$ cat src/rtl/ffsr_pulse_ctrl_if.sv
// ----------------------------------------------------------------------------
// ffsr_pulse_ctrl_if
// Bundles the configuration and requester handshake of ffsr_pulse_ctrl.
//   cfg_load / cfg_init : (re)load request and the value to load
//   req_inc / req_dec   : per-requester requests, held until granted
//   gnt                 : combinational grant, the request is taken at the edge
//                         where its gnt bit is high
// Modports: master = requesters/configuration side, slave = controller side.
// ----------------------------------------------------------------------------
interface ffsr_pulse_ctrl_if #(
  parameter int INPUT_SIZE = 16,
  parameter int NUM_REQ    = 4
);
  logic                  cfg_load;
  logic [INPUT_SIZE-1:0] cfg_init;
  logic [NUM_REQ-1:0]    req_inc;
  logic [NUM_REQ-1:0]    req_dec;
  logic [NUM_REQ-1:0]    gnt;

  modport master (output cfg_load, cfg_init, req_inc, req_dec, input gnt);
  modport slave  (input cfg_load, cfg_init, req_inc, req_dec, output gnt);
endinterface

$ cat src/rtl/ffsr_pulse_ctrl.sv
// ----------------------------------------------------------------------------
// ffsr_pulse_ctrl
// Shares one ffsr_pulse shift register between NUM_REQ requesters. Drives the
// register's rst/init pins for the load sequence, serialises inc/dec requests
// round-robin and keeps a shadow level so the register cannot over/underflow.
//
// Ports
//   clk_i        clock, rising edge
//   rst_i        synchronous active-low reset
//   bus          ffsr_pulse_ctrl_if.slave (cfg_load, cfg_init, req_inc,
//                req_dec in; gnt out)
//   ffsr_rst_o   to ffsr_pulse rst (loads ffsr_init while high)
//   ffsr_init_o  to ffsr_pulse init
//   ffsr_inc_o   registered increment pulse
//   ffsr_dec_o   registered decrement pulse
//   level_o      shadow count of ones in the register
//   full_o       level == INPUT_SIZE
//   empty_o      level == 0
//   busy_o       controller not in RUN
//
// Optional build macro FFSR_CTRL_MERGE_EN: when an eligible inc and an
// eligible dec requester exist in the same RUN cycle, both are granted and
// cancel out (no pulse, level unchanged).
//
// state | meaning
// IDLE  | after reset, register held in rst, waiting for cfg_load
// LOAD  | one cycle of ffsr_rst with the latched init value
// RUN   | register live, round-robin arbitration of inc/dec requests
// ----------------------------------------------------------------------------
module ffsr_pulse_ctrl #(
  parameter int INPUT_SIZE = 16,
  parameter int NUM_REQ    = 4
) (
  input  logic                             clk_i,
  input  logic                             rst_i,
  ffsr_pulse_ctrl_if.slave                 bus,
  output logic                             ffsr_rst_o,
  output logic [INPUT_SIZE-1:0]            ffsr_init_o,
  output logic                             ffsr_inc_o,
  output logic                             ffsr_dec_o,
  output logic [$clog2(INPUT_SIZE+1)-1:0]  level_o,
  output logic                             full_o,
  output logic                             empty_o,
  output logic                             busy_o
);

  localparam int LW = $clog2(INPUT_SIZE + 1);
  localparam int PW = (NUM_REQ > 1) ? $clog2(NUM_REQ) : 1;
  localparam logic [LW-1:0] MAX_LVL = LW'(INPUT_SIZE);
  localparam logic [LW-1:0] ONE     = LW'(1);

  typedef enum logic [1:0] {IDLE, LOAD, RUN} state_t;

  state_t                state_q, state_d;
  logic [LW-1:0]         level_q, level_d;
  logic [PW-1:0]         rr_q, rr_d;
  logic [INPUT_SIZE-1:0] init_q, init_d;
  logic                  inc_q, inc_d;
  logic                  dec_q, dec_d;
  logic [NUM_REQ-1:0]    gnt_d;

  logic [NUM_REQ-1:0]    inc_ok, dec_ok;
  logic                  any_found;
  logic [PW-1:0]         any_idx;
`ifdef FFSR_CTRL_MERGE_EN
  logic                  inc_found, dec_found;
  logic [PW-1:0]         inc_idx, dec_idx;
`endif

  function automatic logic [LW-1:0] popcount(input logic [INPUT_SIZE-1:0] v);
    logic [LW-1:0] c;
    c = '0;
    for (int i = 0; i < INPUT_SIZE; i++) c = c + {{(LW-1){1'b0}}, v[i]};
    return c;
  endfunction

  function automatic logic [PW-1:0] ptr_after(input logic [PW-1:0] idx);
    return PW'((int'(idx) + 1) % NUM_REQ);
  endfunction

  // A requester asserting both inc and dec is never eligible.
  always_comb begin
    inc_ok = bus.req_inc & ~bus.req_dec & {NUM_REQ{level_q < MAX_LVL}};
    dec_ok = bus.req_dec & ~bus.req_inc & {NUM_REQ{level_q != '0}};
  end

  // Round-robin search starting at rr_q.
  always_comb begin
    any_found = 1'b0;
    any_idx   = '0;
`ifdef FFSR_CTRL_MERGE_EN
    inc_found = 1'b0;
    inc_idx   = '0;
    dec_found = 1'b0;
    dec_idx   = '0;
`endif
    for (int k = 0; k < NUM_REQ; k++) begin
      logic [PW-1:0] idx;
      idx = PW'((int'(rr_q) + k) % NUM_REQ);
      if (!any_found && (inc_ok[idx] || dec_ok[idx])) begin
        any_found = 1'b1;
        any_idx   = idx;
      end
`ifdef FFSR_CTRL_MERGE_EN
      if (!inc_found && inc_ok[idx]) begin
        inc_found = 1'b1;
        inc_idx   = idx;
      end
      if (!dec_found && dec_ok[idx]) begin
        dec_found = 1'b1;
        dec_idx   = idx;
      end
`endif
    end
  end

  always_comb begin
    state_d = state_q;
    level_d = level_q;
    rr_d    = rr_q;
    init_d  = init_q;
    inc_d   = 1'b0;
    dec_d   = 1'b0;
    gnt_d   = '0;
    case (state_q)
      IDLE: begin
        if (bus.cfg_load) begin
          state_d = LOAD;
          init_d  = bus.cfg_init;
          level_d = popcount(bus.cfg_init);
        end
      end
      LOAD: state_d = RUN;
      RUN: begin
        // A reload takes priority over arbitration in the same cycle.
        if (bus.cfg_load) begin
          state_d = LOAD;
          init_d  = bus.cfg_init;
          level_d = popcount(bus.cfg_init);
        end else begin
`ifdef FFSR_CTRL_MERGE_EN
          if (inc_found && dec_found) begin
            // Paired inc/dec cancel: no pulse, level unchanged.
            gnt_d[inc_idx] = 1'b1;
            gnt_d[dec_idx] = 1'b1;
            rr_d = ptr_after((inc_idx > dec_idx) ? inc_idx : dec_idx);
          end else
`endif
          if (any_found) begin
            gnt_d[any_idx] = 1'b1;
            rr_d = ptr_after(any_idx);
            if (inc_ok[any_idx]) begin
              inc_d   = 1'b1;
              level_d = level_q + ONE;
            end else begin
              dec_d   = 1'b1;
              level_d = level_q - ONE;
            end
          end
        end
      end
      default: state_d = IDLE;
    endcase
  end

  always_ff @(posedge clk_i) begin
    if (!rst_i) begin
      state_q <= IDLE;
      level_q <= '0;
      rr_q    <= '0;
      init_q  <= '0;
      inc_q   <= 1'b0;
      dec_q   <= 1'b0;
    end else begin
      state_q <= state_d;
      level_q <= level_d;
      rr_q    <= rr_d;
      init_q  <= init_d;
      inc_q   <= inc_d;
      dec_q   <= dec_d;
    end
  end

  assign bus.gnt     = gnt_d;
  assign ffsr_rst_o  = (state_q != RUN);
  assign ffsr_init_o = init_q;
  assign ffsr_inc_o  = inc_q;
  assign ffsr_dec_o  = dec_q;
  assign level_o     = level_q;
  assign full_o      = (level_q == MAX_LVL);
  assign empty_o     = (level_q == '0);
  assign busy_o      = (state_q != RUN);

endmodule

$ cat src/flat_wrapper.sv
// flat-port wrapper written by rule: the top's interface ports become plain ports
module ffsr_pulse_ctrl_flat 
#(
  parameter int INPUT_SIZE = 16,
  parameter int NUM_REQ    = 4
)
  (clk_i, rst_i, ffsr_rst_o, ffsr_init_o, ffsr_inc_o, ffsr_dec_o, level_o, full_o, empty_o, busy_o, bus_cfg_load, bus_cfg_init, bus_req_inc, bus_req_dec, bus_gnt);
  ffsr_pulse_ctrl_if #(.INPUT_SIZE(INPUT_SIZE), .NUM_REQ(NUM_REQ)) bus_i ();
  input  logic clk_i;
  input  logic rst_i;
  output logic ffsr_rst_o;
  output logic [INPUT_SIZE-1:0] ffsr_init_o;
  output logic ffsr_inc_o;
  output logic ffsr_dec_o;
  output logic [$clog2(INPUT_SIZE+1)-1:0] level_o;
  output logic full_o;
  output logic empty_o;
  output logic busy_o;
  input wire logic [$bits(bus_i.cfg_load)-1:0] bus_cfg_load;
  input wire logic [$bits(bus_i.cfg_init)-1:0] bus_cfg_init;
  input wire logic [$bits(bus_i.req_inc)-1:0] bus_req_inc;
  input wire logic [$bits(bus_i.req_dec)-1:0] bus_req_dec;
  output wire logic [$bits(bus_i.gnt)-1:0] bus_gnt;
  assign bus_i.cfg_load = bus_cfg_load;
  assign bus_i.cfg_init = bus_cfg_init;
  assign bus_i.req_inc = bus_req_inc;
  assign bus_i.req_dec = bus_req_dec;
  assign bus_gnt = bus_i.gnt;
  ffsr_pulse_ctrl #(.INPUT_SIZE(INPUT_SIZE), .NUM_REQ(NUM_REQ)) u_core (.clk_i(clk_i), .rst_i(rst_i), .bus(bus_i), .ffsr_rst_o(ffsr_rst_o), .ffsr_init_o(ffsr_init_o), .ffsr_inc_o(ffsr_inc_o), .ffsr_dec_o(ffsr_dec_o), .level_o(level_o), .full_o(full_o), .empty_o(empty_o), .busy_o(busy_o));
endmodule
$ cat config.mk
export PLATFORM = sky130hd
export DESIGN_NAME = ffsr_pulse_ctrl_flat
export DESIGN_NICKNAME = d
export VERILOG_FILES = /design/src/rtl/ffsr_pulse_ctrl_if.sv /design/src/rtl/ffsr_pulse_ctrl.sv /design/src/flat_wrapper.sv
export SDC_FILE = /design/constraint.sdc
export NUM_CORES = 1
export LEC_CHECK = 0
export BUFFER_PORTS_ARGS = -buffer_cell sky130_fd_sc_hd__buf_2
export CORE_UTILIZATION = 45
export CTS_BUF_LIST = sky130_fd_sc_hd__clkbuf_8
export CTS_CLUSTER_DIAMETER = 50
export DETAILED_ROUTE_END_ITERATION = 16
export PLACE_DENSITY = 0.77
export SETUP_SLACK_MARGIN = 0.1
export SLEW_MARGIN = 40
export SYNTH_ARGS = -nofsm -noshare
export SYNTH_HDL_FRONTEND = slang
export SYNTH_SLANG_ARGS = --single-unit
export TNS_END_PERCENT = 30
$ cat constraint.sdc
create_clock -name clk_i -period 3.78 [get_ports clk_i]
set_clock_uncertainty 0.05 [all_clocks]
set_input_delay 0.567 -clock clk_i [delete_from_list [all_inputs] [get_ports clk_i]]
set_output_delay 0.567 -clock clk_i [all_outputs]
set_load 0.05 [all_outputs]
# Word level (Yosys, flattened, before mapping)
# Index checks and enable logic that the tools add are counted.
# totals
rom_bits,0
mem_count,0
latchBits,0
input_bits,27
out_inout_bits,31
ff_bits,27
mem_bits_rw,0
wordCells,111
# classes
n_mux,40
bitwise_logic,10
reduce_logical,20
div_mod_pow,0
addsub,21
multipliers,0
n_eq_ne,7
n_lt_le_gt_ge,7
shifts,0
# op_table
op,count
$add A5 B1 Y5,14
$mux W5,4
$bmux W1 S2,9
$and A4 B4 Y4,4
$mux W1,16
$lt A2 B3 Y1 const B,5
$mux W4,3
$mux W2,5
$pmux W5 S2,1
$not A4 Y4,2
$reduce_and A3 Y1,2
$add A5 B1 Y5 const B,1
$eq A5 B5 Y1 const B,1
$logic_not A5 Y1,1
$lt A5 B5 Y1 const B,1
$reduce_bool A5 Y1,1
$sub A5 B1 Y5 const B,1
$add A2 B1 Y2 const B,2
$add A2 B2 Y2 const B,2
$logic_and A1 B1 Y1,4
$logic_or A1 B1 Y1,4
$ne A2 B2 Y1 const B,2
$not A1 Y1,4
$pmux W2 S2,1
other kinds (13),15

# Depth between registers and ports, before layout
# depth
depth_word,23
ltp_mapped,16
mapped_depth_nobuf,16

# Worst setup path after synthesis
# No wires, ideal clock.
# synth_path
path_type,in2reg
startpoint,in bus_cfg_init[0]
endpoint,reg u_core.level_q[1] (netlist: u_core.level_o[1])
cell_stages,12
slack_ps,-290
t_required_ps,3670
setup_ps,60
arrival_ps,3960
n_path_buf,0
path_cell_list,ha_1 > inv_1 > fa_1 > fa_1 > fa_1 > fa_1 > inv_1 > fa_1 > inv_1 > fa_1 > o211ai_1 > o211a_1
# synth_via
elab_chain_len,17
elab_cells_between_ends,18
classes_between,add/sub: 15; mux: 3
# synth_rtl
element,line,rtl
"start, declared",flat_wrapper.sv:20,input wire logic [$bits(bus_i.cfg_init)-1:0] bus_cfg_init;
$add A1 B1 Y2 (*),ffsr_pulse_ctrl.sv:73,"for (int i = 0; i < INPUT_SIZE; i++) c = c + {{(LW-1){1'b0}}, v[i]};"
$add A5 B1 Y5 (*) (14 in series),ffsr_pulse_ctrl.sv:73,
$mux W5 (on tied branches),"ffsr_pulse_ctrl.sv:136, ffsr_pulse_ctrl.sv:127",
$pmux W5 S2 (*),ffsr_pulse_ctrl.sv:125,case (state_q)
"end signal, assigned",ffsr_pulse_ctrl.sv:176,level_q <= level_d;
"end, declared",ffsr_pulse_ctrl.sv:55,"logic [LW-1:0] level_q, level_d;"
# Every way passes the cells marked *; elsewhere a longest branch is shown, timed or not. The select of a mux whose other input is x is not followed.
# A chain may end at the register's enable or synchronous reset.

# Final worst setup path
# layout_path
startpoint,in bus_cfg_init[1]
endpoint,reg u_core.level_q[1] (netlist: u_core.level_o[1])
# Same word-level chain as after synthesis.

==> run summary <==
Of all cell types, the one taking the most synthesized area is sky130_fd_sc_hd__dfxtp_1. The logs give 0 for the quantity of hold-fixing buffers added after cts and 27 for the clock sink total. The flow ran to the end, but the final reports show violations. The least setup slack across all paths after layout was -75.6 ps. For the pin with the worst max-slew slack, the measured transition is 730 ps. For this run, the detailed router's first-pass iteration total came to 4. The detail-routed via count per cell is 4.95, and the number of placement rows is 23. The path class of the tightest hold or removal check is flop to flop. Entering global routing, the biggest net connects 19 pins. TritonCTS built the clock tree. The post-CTS setup buffer count was 0; the number of design rule violations left after detail routing was 0. The tools report the sort of element at the start of the critical path as an input pin. The synthesis-to-finish area growth is 22.9%, and the internal power component is 0.650 mW. The delay of the slowest cell on the worst path is 520 ps.

58 I/O pins were placed. The start-to-end type of the worst setup path is input pin to flop. Initial antenna violation count: 0.

After detailed routing, the total wire length is 4100 um. The via count of the first global-routing pass came out at 1543. The die covers 4510 um2.

After synthesis, the netlist uses 45 different library cells. The congestion estimate from routability-driven global placement came to 0.813. The portion of total power attributed to sequential cells was 0.296; the overall via count from detail_route was 1659. The endpoint of the worst hold-timing path is u_core.ffsr_init_o[15]$_SDFFE_PN0P_. The largest delay contributor family on the critical path is adder cells. The minimum setup slack among reg-to-reg paths came out at 510 ps.

The switching power of the nets was 0.512 mW. The post-detailed-placement half-perimeter wirelength was 3210 um; the fmax was 259 MHz. The number of maximum-capacitance constraint violations was 0; the number of pins with negative max-slew slack in the final report was 0.

By area the synthesized netlist is led by sky130_fd_sc_hd__dfxtp_1, sky130_fd_sc_hd__fa_1, sky130_fd_sc_hd__ha_1. The number of antenna diodes in the final layout is 0. The proportion of netlist area held by the largest area contributor works out to 0.283. The run gives 4 as the number of failing setup endpoints in the final timing report. The logs give 0 for the final count of hold timing violations and 335 for the post-route non-filler standard cell count. In this run the cell area of the synthesized design comes to 1910 um2. After detailed routing, the average wire length per cell comes to 12.2 um. The endpoint identified for the worst register-to-register timing path is u_core.level_o[4]$_SDFFE_PN0P_. The worst hold path stage count is 2. The routed design could run at a clock period as short as 3860 ps. The proportion of power drawn by combinational gates is 0.564. Setup repair after global routing could not meet its margin everywhere.

The power density over the cells is 495 nW/um2, and the share of synthesized flip-flops with an asynchronous set or reset is 0. The post-synthesis sequential area ratio was 0.283. The most numerous cell on the critical path is sky130_fd_sc_hd__fa_1. Nature of the critical path endpoint: a flop.

The worst hold path begins at u_core.ffsr_init_o[15]$_SDFFE_PN0P_. The switching share of total power is 0.441. The logs give 3960 ps for the data required time of the critical path and 67 for the iteration-0 DRC count of the detailed router. The run gives 1 as the number of H-tree branching levels. For the residual overflow from global routing, the log shows 0. The effective utilization at floorplan came out at 0.474. The fraction of layout instances using a drive strength above 1 was 0.312. Most instantiated flip-flop cell in the synthesis netlist: sky130_fd_sc_hd__dfxtp_1.

Measured along the y axis, the die boundary spans 67.2 um. The count of cells along the worst register-to-register path came out at 15. TritonCTS created 3 clock buffers.

The count of nets left with antenna violations once routing finished came out at 0. The core region is 4030 um2. The logs give 4040 ps for the data arrival time at the worst-slack endpoint and 277 for the synthesized net count. The critical path goes through buf_8 -> ha_4 -> inv_2 -> fa_1 -> fa_1 -> fa_1 -> fa_1 -> inv_1 -> fa_2 -> inv_2 -> fa_2 -> o211ai_1 -> o211a_1. Counting flops with a built-in enable in the synthesized netlist gives 0. The net count reported at finish is 336, and the overall routing resource usage is 0.194. The final clock period utilization by the worst path works out to 1.02. The count of yosys warnings during synthesis was 0.

The die is 67.2 um wide. The post-layout utilization of the core is 0.583, and the per-instance average area after synthesis is 8.42 um2. The synthesized design contains 27 register bits. The run gives 227 as the post-synthesis instance total.

For the leakage power summed over all cells, the log shows 1.20 nW. The logs give 0.140 for the relative contribution of the clock network to total power and 331 for the number of placed instances with taps included. The final reports fail on negative setup slack.

For the worst-skew pair, the clock arrives at the later sink with an insertion delay of 280 ps. The number of buffer cells added on primary ports was 57; the first-pass GRT wire length was 6620 um. Clock tree synthesis selected as its root buffer the cell sky130_fd_sc_hd__clkbuf_8. The startpoint identified for the worst register-to-register timing path is u_core.level_o[0]$_SDFFE_PN0P_. After clock tree synthesis, the clock-pin slew on the worst setup and hold paths is 90 ps. The maximum fanout along the worst path was 2; the buffer levels on the longest clock path was 2.

The worst-case IR drop observed on VDD is 221 uV. The number of buffers and inverters on the critical path is 4. The slowest stage of the critical path is the sky130_fd_sc_hd__fa_1 cell.

At the placement stage, the worst setup path has a slack of -442 ps. The tools report the worst relative slew slack as 0.514.
[state kept, by name, indices dropped and copies added, names as in the netlist]
name                flops
u_core.level_o          5
u_core.ffsr_inc_o       1
u_core.state_q          2
u_core.ffsr_dec_o       1
u_core.ffsr_init_o     16
u_core.rr_q             2
[worst max path at each step]
stage	from	to	slack, ps	depth (start not counted)
6_report	bus_cfg_init[1]	u_core.level_o[1]$_SDFFE_PN0P_	-80	13
5_1_grt	bus_cfg_init[1]	u_core.level_o[1]$_SDFFE_PN0P_	-190	13
4_1_cts	bus_cfg_init[1]	u_core.level_o[1]$_SDFFE_PN0P_	-80	13
3_5_place_dp	bus_cfg_init[0]	u_core.level_o[4]$_SDFFE_PN0P_	-440	16
3_3_place_gp	bus_cfg_init[0]	u_core.level_o[4]$_SDFFE_PN0P_	-390	16
2_1_floorplan	bus_cfg_init[0]	u_core.level_o[2]$_SDFFE_PN0P_	-190	13
[cell usage in the layout, fill, tap and decap left out, types with 3 or more instances in the layout]
master / count
sky130_fd_sc_hd__xor2_1: 3
sky130_fd_sc_hd__nor2_1: 11
sky130_fd_sc_hd__nand2_1: 40
sky130_fd_sc_hd__clkbuf_8: 3
sky130_fd_sc_hd__dfxtp_1: 27
sky130_fd_sc_hd__inv_1: 27
sky130_fd_sc_hd__mux2i_1: 3
sky130_fd_sc_hd__nor2b_1: 3
sky130_fd_sc_hd__a21boi_0: 5
sky130_fd_sc_hd__a21o_1: 3
sky130_fd_sc_hd__and2_1: 4
sky130_fd_sc_hd__fa_1: 9
sky130_fd_sc_hd__nand2b_1: 10
sky130_fd_sc_hd__ha_1: 11
sky130_fd_sc_hd__inv_2: 3
sky130_fd_sc_hd__buf_4: 5
sky130_fd_sc_hd__a21oi_1: 20
sky130_fd_sc_hd__o211a_1: 3
sky130_fd_sc_hd__buf_2: 55
[what timing repair did]
action                                  CTS  global route
endpoints found under the setup margin    4             4
resized for setup                         6             3
pin swaps                                 1             0
[power by group through the flow]
stage / combinational (mW) / clock [mW] / sequential, mW
after floorplan: 0.421 / 0 / 0.427
after global placement: 0.626 / 0 / 0.349
after detailed placement: 0.637 / 0 / 0.350
after CTS: 0.655 / 0.169 / 0.344
after global routing: 0.731 / 0.178 / 0.349
final: 0.655 / 0.163 / 0.344
[tightest hold or removal path: stages (launching register included)]
cell and delay (ps):
sky130_fd_sc_hd__dfxtp_1 320, sky130_fd_sc_hd__nand2_1 50, sky130_fd_sc_hd__a21oi_1 50
[routing by layer]
metal | part of all wire | GRT usage
met5 | 0 | 0
met4 | 0.012 | 0.0559
met3 | 0.058 | 0.0389
met2 | 0.46 | 0.346
met1 | 0.47 | 0.232
[synthesized netlist by cell type, types with 2 or more instances]
cell	instances
sky130_fd_sc_hd__a21oi_1	21
sky130_fd_sc_hd__nor2_1	11
sky130_fd_sc_hd__o211ai_1	2
sky130_fd_sc_hd__dfxtp_1	27
sky130_fd_sc_hd__clkbuf_1	5
sky130_fd_sc_hd__and2_1	4
sky130_fd_sc_hd__nor2b_1	5
sky130_fd_sc_hd__a21o_2	2
sky130_fd_sc_hd__mux2i_1	3
sky130_fd_sc_hd__a21boi_0	5
sky130_fd_sc_hd__xor2_1	3
sky130_fd_sc_hd__fa_1	11
sky130_fd_sc_hd__nand2b_1	10
sky130_fd_sc_hd__o21ai_0	3
sky130_fd_sc_hd__inv_1	28
sky130_fd_sc_hd__nand2_1	40
sky130_fd_sc_hd__o21ai_2	2
sky130_fd_sc_hd__o211a_1	3
sky130_fd_sc_hd__ha_1	12
sky130_fd_sc_hd__nand3_1	2
sky130_fd_sc_hd__a21o_1	3
sky130_fd_sc_hd__nor3b_1	2
[area by class of cell]
type	count	area, um2
well taps	50	62.6
clock buffers	3	41.3
fillers	385	1680
multi-input cells	163	1250
repair buffers	62	339
flip-flops and latches	27	541
clock inverters	1	3.75
inverters	29	109
[logic make-up after synthesis]
group	count (synthesis)	share of synthesized area
XOR/XNOR	4	0.0183
AND/OR/NAND/NOR	81	0.210
adder cells (fa/ha/maj)	23	0.194
multiplexers	4	0.0229
AO/OA/AOI/OAI	51	0.197
flip-flops	27	0.283
buffers and inverters	37	0.0753
[per-stage QoR]
step | setup TNS (ps) | cell area [um2] | hold WS [ps] | total power, mW
finish | -169 | 2350 | 409 | 1.16
global route | -708 | 2350 | 433 | 1.26
CTS | -219 | 2340 | 411 | 1.17
detailed placement | -1800 | 2270 | 398 | 0.987
global placement | -1520 | 2260 | 389 | 0.975
floorplan | -719 | 1910 | 416 | 0.848
Note: power is estimated with default switching activity, not from simulation.
